$ cat config.mk
export PLATFORM = sky130hd
export DESIGN_NAME = axi_writeback_dma_flat
export DESIGN_NICKNAME = d
export VERILOG_FILES = /design/src/rtl/tpu_axi_pkg.sv /design/src/rtl/axi_writeback_dma_if.sv /design/src/rtl/wb_data_fifo.sv /design/src/rtl/axi_writeback_dma.sv /design/src/flat_wrapper.sv
export SDC_FILE = /design/constraint.sdc
export NUM_CORES = 1
export LEC_CHECK = 0
export ABC_AREA = 1
export BUFFER_PORTS_ARGS = -buffer_cell sky130_fd_sc_hd__buf_2
export CORE_ASPECT_RATIO = 0.75
export CORE_MARGIN = 10
export CORE_UTILIZATION = 65
export CTS_BUF_LIST = sky130_fd_sc_hd__clkbuf_2
export CTS_CLUSTER_SIZE = 14
export DETAILED_ROUTE_END_ITERATION = 8
export HOLD_SLACK_MARGIN = 0.03
export PLACE_DENSITY = 0.89
export SYNTH_ARGS = -nofsm -noshare
export SYNTH_HDL_FRONTEND = slang
export SYNTH_SLANG_ARGS = --single-unit
$ cat constraint.sdc
create_clock -name clk -period 5.97 [get_ports clk]
set_clock_uncertainty 0.05 [all_clocks]
set_input_delay 0.2985 -clock clk [delete_from_list [all_inputs] [get_ports clk]]
set_output_delay 0.2985 -clock clk [all_outputs]
set_load 0.1 [all_outputs]
$ cat src/rtl/tpu_axi_pkg.sv
// Shared AXI constants and state encoding for the TPU writeback DMA.
package tpu_axi_pkg;

    localparam logic [1:0]  BURST_INCR  = 2'b01;
    localparam logic [1:0]  RESP_OKAY   = 2'b00;
    localparam logic [12:0] BOUNDARY_4K = 13'h1000;

    typedef enum logic [2:0] {
        ST_IDLE = 3'd0,
        ST_AW   = 3'd1,
        ST_W    = 3'd2,
        ST_B    = 3'd3,
        ST_DONE = 3'd4
    } wb_state_e;

    // Unsigned minimum used when sizing bursts.
    function automatic logic [16:0] min17(input logic [16:0] a, input logic [16:0] b);
        return (a < b) ? a : b;
    endfunction

endpackage

$ cat src/rtl/axi_writeback_dma_if.sv
// AXI4 write-channel bundle (AW, W, B) between the DMA master and DDR slave.
interface axi_writeback_dma_if #(
    parameter int DATA_WIDTH = 32
) ();
    logic [31:0]             awaddr;
    logic [7:0]              awlen;
    logic [2:0]              awsize;
    logic [1:0]              awburst;
    logic                    awvalid;
    logic                    awready;
    logic [DATA_WIDTH-1:0]   wdata;
    logic [DATA_WIDTH/8-1:0] wstrb;
    logic                    wlast;
    logic                    wvalid;
    logic                    wready;
    logic [1:0]              bresp;
    logic                    bvalid;
    logic                    bready;

    modport master (
        output awaddr, awlen, awsize, awburst, awvalid,
        input  awready,
        output wdata, wstrb, wlast, wvalid,
        input  wready,
        input  bresp, bvalid,
        output bready
    );

    modport slave (
        input  awaddr, awlen, awsize, awburst, awvalid,
        output awready,
        input  wdata, wstrb, wlast, wvalid,
        output wready,
        output bresp, bvalid,
        input  bready
    );
endinterface

$ cat src/rtl/wb_data_fifo.sv
// Synchronous data FIFO between buffer prefetch and the AXI W channel.
// Read data is registered: a pop loads rd_data on the following edge and
// rd_data then holds until the next pop.
module wb_data_fifo #(
    parameter int WIDTH = 32,
    parameter int DEPTH = 4
) (
    input  logic                     clk,
    input  logic                     rst,
    input  logic                     wr_en,
    input  logic [WIDTH-1:0]         wr_data,
    input  logic                     rd_en,
    output logic [WIDTH-1:0]         rd_data,
    output logic [$clog2(DEPTH):0]   count
);
    localparam int PW = $clog2(DEPTH);

    logic [WIDTH-1:0] mem_q [DEPTH];
    logic [PW-1:0]    wr_ptr_q, wr_ptr_d;
    logic [PW-1:0]    rd_ptr_q, rd_ptr_d;
    logic [PW:0]      count_q, count_d;
    logic [WIDTH-1:0] rd_data_q, rd_data_d;

    // Next pointer, occupancy and output-register values.
    always_comb begin
        wr_ptr_d  = wr_en ? wr_ptr_q + PW'(1) : wr_ptr_q;
        rd_ptr_d  = rd_en ? rd_ptr_q + PW'(1) : rd_ptr_q;
        rd_data_d = rd_en ? mem_q[rd_ptr_q] : rd_data_q;
        count_d   = count_q + (PW+1)'(wr_en) - (PW+1)'(rd_en);
    end

    // Control state, cleared by reset.
    always_ff @(posedge clk) begin
        if (rst) begin
            wr_ptr_q  <= '0;
            rd_ptr_q  <= '0;
            count_q   <= '0;
            rd_data_q <= '0;
        end else begin
            wr_ptr_q  <= wr_ptr_d;
            rd_ptr_q  <= rd_ptr_d;
            count_q   <= count_d;
            rd_data_q <= rd_data_d;
        end
    end

    // Storage array; contents are don't-care until written.
    always_ff @(posedge clk) begin
        if (wr_en) begin
            mem_q[wr_ptr_q] <= wr_data;
        end
    end

    assign rd_data = rd_data_q;
    assign count   = count_q;
endmodule

$ cat src/rtl/axi_writeback_dma.sv
// Single-channel writeback DMA: unified buffer -> DDR over AXI4 INCR bursts.
// One burst outstanding; bursts capped at MAX_BURST beats and never cross
// a 4 KB page. Buffer prefetch runs ahead under credit control so the data
// FIFO can never overflow.
module axi_writeback_dma
    import tpu_axi_pkg::*;
#(
    parameter int ADDR_WIDTH = 10,
    parameter int DATA_WIDTH = 32,
    parameter int MAX_BURST  = 16,
    parameter int FIFO_DEPTH = 4
) (
    input  logic                  clk,
    input  logic                  rst,
    input  logic                  start_pulse,
    input  logic [31:0]           dest_addr,
    input  logic [ADDR_WIDTH-1:0] src_addr,
    input  logic [15:0]           length,
    output logic                  done_irq,
    output logic                  busy,
    output logic                  err_bresp,
    output logic                  buf_rd_en,
    output logic [ADDR_WIDTH-1:0] buf_rd_addr,
    input  logic [DATA_WIDTH-1:0] buf_rd_data,
    axi_writeback_dma_if.master   m_axi
);
    localparam int          BYTES      = DATA_WIDTH / 8;
    localparam int          BYTE_SHIFT = $clog2(BYTES);
    localparam int          CW         = $clog2(FIFO_DEPTH);
    localparam logic [2:0]  AWSIZE     = 3'(BYTE_SHIFT);
    localparam logic [31:0] ALIGN_MASK = ~32'(BYTES - 1);

    // Beats for the next burst: bounded by words left, MAX_BURST and the 4 KB page.
    function automatic logic [8:0] burst_beats(input logic [11:0] addr_lo, input logic [15:0] rem);
        logic [12:0] to_bound;
        logic [16:0] lim;
        to_bound = BOUNDARY_4K - {1'b0, addr_lo};
        lim      = min17({1'b0, rem}, 17'(MAX_BURST));
        lim      = min17(lim, 17'(to_bound >> BYTE_SHIFT));
        return 9'(lim);
    endfunction

    wb_state_e             state_q, state_d;
    logic                  busy_q, busy_d, done_q, done_d, err_q, err_d;
    logic [15:0]           remaining_q, remaining_d;
    logic [8:0]            beats_q, beats_d, pop_cnt_q, pop_cnt_d;
    logic [31:0]           awaddr_q, awaddr_d;
    logic [7:0]            awlen_q, awlen_d;
    logic [2:0]            awsize_q, awsize_d;
    logic [1:0]            awburst_q, awburst_d;
    logic                  awvalid_q, awvalid_d, wvalid_q, wvalid_d;
    logic                  wlast_q, wlast_d, bready_q, bready_d;
    logic [15:0]           wtr_q, wtr_d;
    logic [CW:0]           used_q, used_d;
    logic                  rd_en_q, rd_en_d, push_q, push_d;
    logic [ADDR_WIDTH-1:0] rd_addr_q, rd_addr_d;

    logic                  start_acc_s, aw_hs_s, w_hs_s, b_hs_s, fifo_pop_s;
    logic [CW:0]           fifo_count_s;
    logic [DATA_WIDTH-1:0] fifo_rd_data_s;
    logic [31:0]           nxt_addr_s;
    logic [15:0]           nxt_rem_s;
    logic [8:0]            nxt_beats_s, start_beats_s;

    assign start_acc_s = (state_q == ST_IDLE) && start_pulse;
    assign aw_hs_s     = awvalid_q && m_axi.awready;
    assign w_hs_s      = wvalid_q && m_axi.wready;
    assign b_hs_s      = bready_q && m_axi.bvalid;
    // Pop only to refill an empty or just-accepted W register, and never
    // beyond the current burst's beat count.
    assign fifo_pop_s  = (state_q == ST_W) && (pop_cnt_q != beats_q) &&
                         (fifo_count_s != '0) && (!wvalid_q || m_axi.wready);

    wb_data_fifo #(
        .WIDTH (DATA_WIDTH),
        .DEPTH (FIFO_DEPTH)
    ) u_fifo (
        .clk     (clk),
        .rst     (rst),
        .wr_en   (push_q),
        .wr_data (buf_rd_data),
        .rd_en   (fifo_pop_s),
        .rd_data (fifo_rd_data_s),
        .count   (fifo_count_s)
    );

    // Transfer FSM, AW/B channel and W beat sequencing.
    always_comb begin
        state_d     = state_q;
        busy_d      = busy_q;
        done_d      = done_q;
        err_d       = err_q;
        remaining_d = remaining_q;
        beats_d     = beats_q;
        awaddr_d    = awaddr_q;
        awlen_d     = awlen_q;
        awsize_d    = awsize_q;
        awburst_d   = awburst_q;
        awvalid_d   = awvalid_q;
        bready_d    = bready_q;

        nxt_addr_s    = awaddr_q + (32'(beats_q) << BYTE_SHIFT);
        nxt_rem_s     = remaining_q - 16'(beats_q);
        nxt_beats_s   = burst_beats(nxt_addr_s[11:0], nxt_rem_s);
        start_beats_s = burst_beats(dest_addr[11:0] & ALIGN_MASK[11:0], length);

        if (fifo_pop_s) begin
            wvalid_d  = 1'b1;
            wlast_d   = (pop_cnt_q == beats_q - 9'd1);
            pop_cnt_d = pop_cnt_q + 9'd1;
        end else if (w_hs_s) begin
            wvalid_d  = 1'b0;
            wlast_d   = 1'b0;
            pop_cnt_d = pop_cnt_q;
        end else begin
            wvalid_d  = wvalid_q;
            wlast_d   = wlast_q;
            pop_cnt_d = pop_cnt_q;
        end

        case (state_q)
            ST_IDLE: begin
                if (start_pulse) begin
                    busy_d      = 1'b1;
                    err_d       = 1'b0;
                    remaining_d = length;
                    if (length == 16'd0) begin
                        state_d = ST_DONE;
                    end else begin
                        state_d   = ST_AW;
                        awaddr_d  = dest_addr & ALIGN_MASK;
                        awlen_d   = 8'(start_beats_s - 9'd1);
                        beats_d   = start_beats_s;
                        awsize_d  = AWSIZE;
                        awburst_d = BURST_INCR;
                        awvalid_d = 1'b1;
                    end
                end else begin
                    state_d = ST_IDLE;
                end
            end
            ST_AW: begin
                if (aw_hs_s) begin
                    awvalid_d = 1'b0;
                    pop_cnt_d = 9'd0;
                    state_d   = ST_W;
                end else begin
                    state_d = ST_AW;
                end
            end
            ST_W: begin
                if (w_hs_s && wlast_q) begin
                    bready_d = 1'b1;
                    state_d  = ST_B;
                end else begin
                    state_d = ST_W;
                end
            end
            ST_B: begin
                if (b_hs_s) begin
                    bready_d    = 1'b0;
                    err_d       = err_q | (m_axi.bresp != RESP_OKAY);
                    remaining_d = nxt_rem_s;
                    if (nxt_rem_s != 16'd0) begin
                        state_d   = ST_AW;
                        awaddr_d  = nxt_addr_s;
                        awlen_d   = 8'(nxt_beats_s - 9'd1);
                        beats_d   = nxt_beats_s;
                        awvalid_d = 1'b1;
                    end else begin
                        state_d = ST_DONE;
                        done_d  = 1'b1;
                        busy_d  = 1'b0;
                    end
                end else begin
                    state_d = ST_B;
                end
            end
            ST_DONE: begin
                // A zero-length start arrives here with done_q low and pulses
                // one cycle later; a normal finish arrives with done_q high.
                if (done_q) begin
                    done_d  = 1'b0;
                    state_d = ST_IDLE;
                end else begin
                    done_d  = 1'b1;
                    busy_d  = 1'b0;
                    state_d = ST_DONE;
                end
            end
            default: begin
                state_d = ST_IDLE;
            end
        endcase
    end

    // Buffer prefetch with credits: FIFO entries plus reads not yet pushed.
    always_comb begin
        if (start_acc_s) begin
            wtr_d     = length;
            rd_addr_d = src_addr;
            used_d    = '0;
        end else begin
            wtr_d     = wtr_q - 16'(rd_en_q);
            rd_addr_d = rd_addr_q + ADDR_WIDTH'(rd_en_q);
            used_d    = used_q + (CW+1)'(rd_en_q) - (CW+1)'(fifo_pop_s);
        end
        rd_en_d = (wtr_d != 16'd0) && (used_d < (CW+1)'(FIFO_DEPTH));
        push_d  = rd_en_q;
    end

    // All control and output registers; reset abandons any transfer.
    always_ff @(posedge clk) begin
        if (rst) begin
            state_q     <= ST_IDLE;
            busy_q      <= 1'b0;
            done_q      <= 1'b0;
            err_q       <= 1'b0;
            remaining_q <= 16'd0;
            beats_q     <= 9'd0;
            pop_cnt_q   <= 9'd0;
            awaddr_q    <= 32'd0;
            awlen_q     <= 8'd0;
            awsize_q    <= 3'd0;
            awburst_q   <= 2'd0;
            awvalid_q   <= 1'b0;
            wvalid_q    <= 1'b0;
            wlast_q     <= 1'b0;
            bready_q    <= 1'b0;
            wtr_q       <= 16'd0;
            used_q      <= '0;
            rd_en_q     <= 1'b0;
            push_q      <= 1'b0;
            rd_addr_q   <= '0;
        end else begin
            state_q     <= state_d;
            busy_q      <= busy_d;
            done_q      <= done_d;
            err_q       <= err_d;
            remaining_q <= remaining_d;
            beats_q     <= beats_d;
            pop_cnt_q   <= pop_cnt_d;
            awaddr_q    <= awaddr_d;
            awlen_q     <= awlen_d;
            awsize_q    <= awsize_d;
            awburst_q   <= awburst_d;
            awvalid_q   <= awvalid_d;
            wvalid_q    <= wvalid_d;
            wlast_q     <= wlast_d;
            bready_q    <= bready_d;
            wtr_q       <= wtr_d;
            used_q      <= used_d;
            rd_en_q     <= rd_en_d;
            push_q      <= push_d;
            rd_addr_q   <= rd_addr_d;
        end
    end

    assign done_irq      = done_q;
    assign busy          = busy_q;
    assign err_bresp     = err_q;
    assign buf_rd_en     = rd_en_q;
    assign buf_rd_addr   = rd_addr_q;
    assign m_axi.awaddr  = awaddr_q;
    assign m_axi.awlen   = awlen_q;
    assign m_axi.awsize  = awsize_q;
    assign m_axi.awburst = awburst_q;
    assign m_axi.awvalid = awvalid_q;
    assign m_axi.wdata   = fifo_rd_data_s;
    assign m_axi.wstrb   = {(DATA_WIDTH/8){1'b1}};
    assign m_axi.wlast   = wlast_q;
    assign m_axi.wvalid  = wvalid_q;
    assign m_axi.bready  = bready_q;
endmodule

$ cat src/flat_wrapper.sv
// flat-port wrapper written by rule: the top's interface ports become plain ports
module axi_writeback_dma_flat import tpu_axi_pkg::*;
#(
    parameter int ADDR_WIDTH = 10,
    parameter int DATA_WIDTH = 32,
    parameter int MAX_BURST  = 16,
    parameter int FIFO_DEPTH = 4
)
  (clk, rst, start_pulse, dest_addr, src_addr, length, done_irq, busy, err_bresp, buf_rd_en, buf_rd_addr, buf_rd_data, m_axi_awaddr, m_axi_awlen, m_axi_awsize, m_axi_awburst, m_axi_awvalid, m_axi_awready, m_axi_wdata, m_axi_wstrb, m_axi_wlast, m_axi_wvalid, m_axi_wready, m_axi_bresp, m_axi_bvalid, m_axi_bready);
  axi_writeback_dma_if #(.DATA_WIDTH(DATA_WIDTH)) m_axi_i ();
  input  logic clk;
  input  logic rst;
  input  logic start_pulse;
  input  logic [31:0] dest_addr;
  input  logic [ADDR_WIDTH-1:0] src_addr;
  input  logic [15:0] length;
  output logic done_irq;
  output logic busy;
  output logic err_bresp;
  output logic buf_rd_en;
  output logic [ADDR_WIDTH-1:0] buf_rd_addr;
  input  logic [DATA_WIDTH-1:0] buf_rd_data;
  output wire logic [$bits(m_axi_i.awaddr)-1:0] m_axi_awaddr;
  output wire logic [$bits(m_axi_i.awlen)-1:0] m_axi_awlen;
  output wire logic [$bits(m_axi_i.awsize)-1:0] m_axi_awsize;
  output wire logic [$bits(m_axi_i.awburst)-1:0] m_axi_awburst;
  output wire logic [$bits(m_axi_i.awvalid)-1:0] m_axi_awvalid;
  input wire logic [$bits(m_axi_i.awready)-1:0] m_axi_awready;
  output wire logic [$bits(m_axi_i.wdata)-1:0] m_axi_wdata;
  output wire logic [$bits(m_axi_i.wstrb)-1:0] m_axi_wstrb;
  output wire logic [$bits(m_axi_i.wlast)-1:0] m_axi_wlast;
  output wire logic [$bits(m_axi_i.wvalid)-1:0] m_axi_wvalid;
  input wire logic [$bits(m_axi_i.wready)-1:0] m_axi_wready;
  input wire logic [$bits(m_axi_i.bresp)-1:0] m_axi_bresp;
  input wire logic [$bits(m_axi_i.bvalid)-1:0] m_axi_bvalid;
  output wire logic [$bits(m_axi_i.bready)-1:0] m_axi_bready;
  assign m_axi_awaddr = m_axi_i.awaddr;
  assign m_axi_awlen = m_axi_i.awlen;
  assign m_axi_awsize = m_axi_i.awsize;
  assign m_axi_awburst = m_axi_i.awburst;
  assign m_axi_awvalid = m_axi_i.awvalid;
  assign m_axi_i.awready = m_axi_awready;
  assign m_axi_wdata = m_axi_i.wdata;
  assign m_axi_wstrb = m_axi_i.wstrb;
  assign m_axi_wlast = m_axi_i.wlast;
  assign m_axi_wvalid = m_axi_i.wvalid;
  assign m_axi_i.wready = m_axi_wready;
  assign m_axi_i.bresp = m_axi_bresp;
  assign m_axi_i.bvalid = m_axi_bvalid;
  assign m_axi_bready = m_axi_i.bready;
  axi_writeback_dma #(.ADDR_WIDTH(ADDR_WIDTH), .DATA_WIDTH(DATA_WIDTH), .MAX_BURST(MAX_BURST), .FIFO_DEPTH(FIFO_DEPTH)) u_core (.clk(clk), .rst(rst), .start_pulse(start_pulse), .dest_addr(dest_addr), .src_addr(src_addr), .length(length), .done_irq(done_irq), .busy(busy), .err_bresp(err_bresp), .buf_rd_en(buf_rd_en), .buf_rd_addr(buf_rd_addr), .buf_rd_data(buf_rd_data), .m_axi(m_axi_i));
endmodule
==> results of run 1 <==
-- state kept, by name (all words and copies together) (netlist names) --
name,flops
u_core.done_irq,1
u_core.m_axi.awsize,1
u_core.u_fifo.count,3
u_core.u_fifo.mem_q,128
u_core.wtr_q,16
u_core.buf_rd_addr,10
u_core.state_q,3
u_core.m_axi.awaddr,30
u_core.m_axi.awvalid,1
u_core.u_fifo.rd_data,32
u_core.beats_q,9
u_core.used_q,3
u_core.u_fifo.wr_ptr_q,2
u_core.m_axi.wlast,1
u_core.buf_rd_en,1
u_core.busy,1
u_core.push_q,1
u_core.remaining_q,16
u_core.pop_cnt_q,9
u_core.m_axi.bready,1
u_core.u_fifo.rd_ptr_q,2
u_core.m_axi.awlen,8
u_core.err_bresp,1
u_core.m_axi.wvalid,1
-- how the worst max path moves through the flow --
stage	cells past startpoint	slack, ns	startpoint	end
6_report	25	1.49	u_core.beats_q[0]	u_core.m_axi.awlen[4]
5_1_grt	15	1.03	u_core.state_q[1]	u_core.m_axi.awaddr[12]
4_1_cts	25	1.56	u_core.beats_q[0]	u_core.m_axi.awlen[4]
3_5_place_dp	25	1.63	u_core.beats_q[0]	u_core.m_axi.awlen[4]
3_3_place_gp	25	1.66	u_core.beats_q[0]	u_core.m_axi.awlen[4]
2_1_floorplan	25	1.44	u_core.m_axi.awaddr[2]	u_core.m_axi.awlen[4]
-- kinds of logic (layout without fill, tap and decap cells) --
family                   count (synthesis)  in the layout  synth area share [%]
buffers and inverters                  262            600                  7.13
XOR/XNOR                                75             75                  4.56
AO/OA/AOI/OAI                          361            361                  14.1
multiplexers                             2              2                 0.139
AND/OR/NAND/NOR                        684            684                  20.6
flip-flops                             281            281                  48.0
other                                    2             25                0.0522
adder cells (fa/ha/maj)                 60             60                  5.42
-- worst register-to-register path, stage by stage (launching register included) --
cell      delay (ns)
dfxtp_1         0.50
ha_1            0.24
inv_1           0.06
fa_1            0.41
xnor2_1         0.20
inv_1           0.10
nand3_1         0.11
nor3_1          0.42
nand2_1         0.13
xnor2_1         0.18
ha_1            0.31
nand2_1         0.09
nor2_1          0.05
a211oi_1        0.22
nand2_2         0.10
nand2_4         0.11
nand2_4         0.10
nand2_1         0.07
nand3_1         0.07
nand2_2         0.19
ha_1            0.21
nand2_2         0.09
nor2_1          0.15
nand2_1         0.06
o21ai_1         0.07
nor2_1          0.05
-- per-layer routing --
metal	track usage (%)	vias to the layer above	part of all wire (%)
met2	47.4	772	48
met5	0	-	0
li1	-	6445	-
met1	35.5	6354	40
met3	6.92	135	9.7
met4	12.7	0	3.2
-- Yosys cell counts (5+ instances only) --
cell | number | area (µm²)
inv_2 | 6 | 22.5
a21oi_1 | 88 | 440
ha_1 | 56 | 701
o22ai_1 | 33 | 206
a31oi_1 | 13 | 81.3
nand2_1 | 230 | 863
xnor2_1 | 25 | 219
nand2_2 | 11 | 68.8
edfxtp_1 | 128 | 3840
nand3_2 | 5 | 50.1
xor2_1 | 50 | 438
nand4_1 | 18 | 113
o211ai_1 | 15 | 113
nor2_1 | 276 | 1040
nor4_1 | 7 | 43.8
dfxtp_1 | 153 | 3060
buf_4 | 10 | 75.1
buf_2 | 5 | 25.0
buf_1 | 7 | 26.3
nand2_4 | 5 | 56.3
nor3_1 | 31 | 155
clkbuf_1 | 61 | 229
inv_1 | 169 | 634
nand3_1 | 74 | 370
a221oi_1 | 13 | 114
o21ai_0 | 171 | 856
-- layout make-up --
type | instances | area, µm²
multi-input combinational | 1203 | 6550
clock inverter | 25 | 206
inverter | 179 | 672
fill | 1423 | 4700
clock buffer | 96 | 480
timing repair buffer | 300 | 2040
tap | 294 | 368
sequential | 281 | 6910
antenna | 4 | 10.0
-- placed cells by master (no fill, tap or decap), types with 50 or more instances in the layout --
cell,count
inv_1,165
ha_1,56
nand3_1,74
nand2_1,230
a21oi_1,87
edfxtp_1,128
o21ai_0,171
clkbuf_2,96
buf_2,185
nor2_1,276
dfxtp_1,152
xor2_1,50
dlygate4sd3_1,100
-- power by group --
part,switching [mW],internal [mW]
registers,0.115,2.14
logic,1.25,0.501
clock network,0.823,0.577
==> flow_summary_export.csv, run 1 <==
group,metric,value,unit
worst_setup_path,crit_buf_inv,2,
yosys,synthCells,1727,
worst_setup_path,slowest_stage,"dfxtp_1",
drt,detail-route-antenna-nets,0,
yosys,ys_seq_area_share,48.0,%
drt,viasPerCell,5.75,
min_path,hold_start,"buf_rd_data[13]",
floorplanning,coreArea,21900,µm²
drt,vias,13700,
cts,cts-root-buf,"clkbuf_2",
worst_setup_path,worstReg2RegStart,"u_core.beats_q[0]",
timing,finalCritPeriodShare,75.1,%
floorplanning,die_area,28600,µm²
final_layout,post-route-util,78.6,%
global_routing,grt_max_degree,67,
cts,cts.hold.buffers_added,100,
final_layout,instances_no_fill,2382,
worst_setup_path,path_delay_family,"simple AND/OR/NAND/NOR gates",
drt,avgRoutedWirePerCell,17.6,µm
timing,fmax,223,MHz
yosys,synth.distinct_cells,57,
min_path,hold_depth,2,
floorplanning,io_pins,197,
global_routing,antenna_found_initial,3,
cts,cts_resized,0,
cts,cts_tree,"built",
yosys,netlist_area,14400,µm²
placed_design,dpl_cell_area,15500,µm²
timing,layout_min_cycle_time,4.48,ns
drt,drt_iter0_drc,1421,
run_status,status,"finished clean",
pwr,vdd_drop_max,0.000270,V
worst_setup_path,path_class,"reg2reg",
drt,drt-total-wl,42000,µm
timing,fin_setup_tns,0,ns
yosys,ys_ff_latch,281,
floorplanning,die_w,192,µm
global_routing,grt_pass1_wl,67600,µm
global_routing,grt-ovfl-total,0,
worst_setup_path,ff2ff_path_depth,25,
min_path,min_path_type,"in2reg",
final_layout,fin_area,17200,µm²
worst_setup_path,rr_endpoint,"u_core.m_axi.awlen[4]",
cts,clock_latency,0.90,ns
final_layout,finish.net_count,2191,
pwr,total_power,5.40,mW
cts,postCtsSetupBuffers,0,
placed_design,dpl_worst_slack,1.63,ns
timing,finalMaxSlewViolations,0,
placed_design,dp_cells,2157,
final_layout,drive_gt1_share,17.2,%
floorplanning,rows,47,
timing,tightest_slew,1.21,ns
worst_setup_path,cpPeakStageDelay,0.50,ns
worst_setup_path,cp.required,6.58,ns
worst_setup_path,crit_path_frequent_cell,"nand2_1",
global_routing,groute.usage.overall,28.8,%
timing,rsz0062_at_grt,"false",
worst_setup_path,setup.worst_path.end_class,"flip-flop",
worst_setup_path,start_kind,"flip-flop",
worst_setup_path,crit_arrival,5.09,ns
cts,cts_made_buffers,68,
floorplanning,initial_core_util,65.6,%
yosys,syn_area_per_cell,8.34,µm²
yosys,synth_edf_count,128,
timing,max_slew_margin,19.0,%
yosys,ys_async_sr_fraction,0,%
worst_setup_path,critPathMaxFanout,9,
final_layout,area_delta_synth_final,19.7,%
min_path,min_to,"u_core.u_fifo.mem_q[3][13]",
cts,clk_pin_slew,0.14,ns
placed_design,routabilityCongestion,0.972,
cts,cts.sinks,281,
placed_design,hpwl,26200,µm
cts,clockBufferDepth,3,
drt,first_pass_iters,8,
run,max-cap-violations,0,
timing,whs,0.103,ns
timing,hold_violations,0,
worst_setup_path,r2r_setup_slack,1.49,ns
timing,setup_violations,0,
pwr,power_density,314,nW/µm²
floorplanning,fp.dieH,149,µm
drt,drc_errors,0,
yosys,synth_warnings,0,
placed_design,portBuffers,185,
pwr,p_leak,7.71,nW
yosys,synth-main-ff-cell,"dfxtp_1",
cts,htree_levels,3,
global_routing,first_global_vias,13600,
timing,setup_ws,1.49,ns
(Power assumes the default switching activity.)
==> run 2: changes to the inputs <==
Settings changed: CORE_UTILIZATION 65 to 60, PLACE_DENSITY 0.89 to 0.83.
Clock period 5.97 ns to 4.7 ns, I/O delays scaled along.
==> run 2 against run 1 <==
  * Combinational power rose by 29%
  * Critical path type unchanged
  * Via count fell by 2.5%
  * Sequential share of layout area is 0.64 points lower
  * Routed wire length fell by 3.8%
  * Register-to-register slack got worse by 1.1 ns
  * Sequential power up 27%
  * Clock power rose by 25%
  * Cell count increased by 1.5%
  * First-iteration DRC count shrank 30%
  * Non-clock buffer count increased by 29
==> flow_summary_export.csv, run 2 (same netlist as run 1, synthesis figures left out) <==
group,metric,value,unit
run_status,status,"finished clean",
pwr,power_frac_clock,25.5,%
final_layout,seq_area,6910,µm²
pwr,p_leak,7.87,nW
placed_design,portBuffers,185,
drt,drt_iter0_drc,998,
cts,clock_latency,0.86,ns
floorplanning,die_w,199,µm
cts,clockBufferDepth,3,
timing,max_slew_margin,34.3,%
timing,finalCritPeriodShare,92.0,%
worst_setup_path,rr_endpoint,"u_core.m_axi.awlen[4]",
pwr,comb_power_share,32.8,%
global_routing,groute.usage.overall,25.7,%
worst_setup_path,ff2ff_path_depth,32,
drt,drc_errors,0,
cts,postCtsSetupBuffers,0,
worst_setup_path,worstReg2RegStart,"u_core.beats_q[5]",
worst_setup_path,critPathMaxFanout,9,
worst_setup_path,cpPeakStageDelay,0.48,ns
min_path,min_path_type,"in2reg",
final_layout,layout_common_cells,"nor2_1, nand2_1, buf_2, o21ai_0, inv_1",
floorplanning,rows,48,
cts,cts.sinks,281,
drt,vias,13400,
final_layout,area_delta_synth_final,21.7,%
drt,detail-route-antenna-nets,0,
min_path,hold_depth,2,
placed_design,hpwl,25700,µm
worst_setup_path,start_kind,"flip-flop",
floorplanning,coreArea,23300,µm²
final_layout,multi_input_area,6560,µm²
final_layout,instances_no_fill,2417,
timing,rsz0062_at_grt,"false",
final_layout,layout_commonest_cell,"nor2_1",
worst_setup_path,cp.required,5.35,ns
drt,avgRoutedWirePerCell,16.7,µm
cts,cts_tree,"built",
placed_design,routabilityCongestion,0.918,
floorplanning,initial_core_util,61.8,%
cts,clk_pin_slew,0.12,ns
pwr,power_frac_seq,41.7,%
worst_setup_path,crit_path_frequent_cell,"nand2_1",
global_routing,grt-ovfl-total,0,
min_path,hold_start,"buf_rd_data[30]",
run,max-cap-violations,0,
placed_design,dp_cells,2167,
worst_setup_path,slowest_stage,"dfxtp_1",
final_layout,fillCellCount,1751,
global_routing,first_global_vias,12900,
timing,fmax,231,MHz
timing,fin_setup_tns,0,ns
pwr,vdd_drop_max,0.000308,V
final_layout,top_register,"u_core.u_fifo.mem_q",
timing,finalMaxSlewViolations,0,
drt,drt-total-wl,40400,µm
timing,tightest_slew,0.984,ns
pwr,power_density,391,nW/µm²
global_routing,grt_pass1_wl,65100,µm
timing,layout_min_cycle_time,4.32,ns
timing,hold_violations,0,
min_path,min_to,"u_core.u_fifo.mem_q[0][30]",
cts,cts-root-buf,"clkbuf_2",
timing,setup_violations,0,
placed_design,dpl_cell_area,15600,µm²
worst_setup_path,setup.worst_path.end_class,"flip-flop",
cts,htree_levels,3,
floorplanning,die_area,30700,µm²
worst_setup_path,r2r_setup_slack,0.38,ns
worst_setup_path,path_class,"reg2reg",
final_layout,finish.net_count,2222,
final_layout,largest_register_ff_count,128,
drt,first_pass_iters,5,
worst_setup_path,crit_arrival,4.97,ns
final_layout,drive_gt1_share,17.9,%
pwr,p_int,4.10,mW
global_routing,antenna_found_initial,0,
global_routing,grt_max_degree,66,
pwr,p_sw,2.75,mW
drt,viasPerCell,5.53,
cts,cts_made_buffers,70,
floorplanning,fp.dieH,154,µm
floorplanning,io_pins,197,
final_layout,fin_area,17500,µm²
pwr,total_power,6.85,mW
timing,whs,0.0887,ns
pwr,swShare,40.1,%
==> run 2: changes by cell type in the layout (fill, tap and decap cells not counted), sizes merged <==
cell,change
dlygate4sd3,+25
clkbuf,+10
clkinv,-6
buf,+4
diode,-3
bufinv,-1
==> run 2: per-layer routing <==
layer,up-vias,track usage (%),share of wire [%]
li1,6499,-,-
met1,6247,33.1,43
met2,539,41.8,47
met3,79,6.28,8.3
met4,0,7.76,1.8
met5,-,0,0
==> run 2: metrics by stage <==
stage          util, %  setup WS (ns)
6_report          75.2          0.376
5_1_grt           75.2         0.0316
4_1_cts           75.1          0.335
3_5_place_dp      66.8          0.306
3_3_place_gp      66.8          0.442
2_1_floorplan        -          0.166
==> run 2: how the worst max path moves through the flow <==
stage / start / to / slack [ns] / depth (start not counted)
after floorplan: u_core.m_axi.awaddr[2] / u_core.m_axi.awlen[4] / 0.17 / 25
after global placement: u_core.beats_q[0] / u_core.m_axi.awlen[4] / 0.44 / 32
after detailed placement: u_core.beats_q[0] / u_core.m_axi.awlen[4] / 0.31 / 25
after CTS: u_core.beats_q[0] / u_core.m_axi.awlen[4] / 0.33 / 25
after global routing: u_core.beats_q[1] / u_core.m_axi.awlen[4] / 0.03 / 24
final: u_core.beats_q[5] / u_core.m_axi.awlen[4] / 0.38 / 32
==> run 2: area by class of cell <==
class                   instances  area share [%]
clock inverters                18           0.821
repair buffers                329            13.2
multi-input cells            1203            37.5
inverters                     179            3.84
flip-flops and latches        281            39.4
clock buffers                 106            3.03
well taps                     300            2.14
diodes                          1          0.0143
==> run 2: timing repair <==
| action | CTS | global route |
|---|---|---|
| hold buffers | 125 | 0 |
| setup endpoints to repair | 0 | 3 |
| gates resized for setup | 0 | 6 |
| endpoints found under the hold margin | 236 | 0 |
==> run 2: critical path, delay by kind of cell (launching register included) <==
family	cells	cell delay (ns)
flops	1	0.48
compound gates	1	0.08
fa+ha+maj	3	0.85
buf+inv	2	0.19
simple gates	26	2.52
==> run 2: power by group through the flow <==
stage	registers (mW)	clock network (mW)	logic, mW
detailed placement	2.90	0	2.09
CTS	2.85	1.77	2.21
global route	2.87	1.90	2.45
finish	2.86	1.75	2.25
global placement	2.90	0	2.04
floorplan	3.39	0	1.17
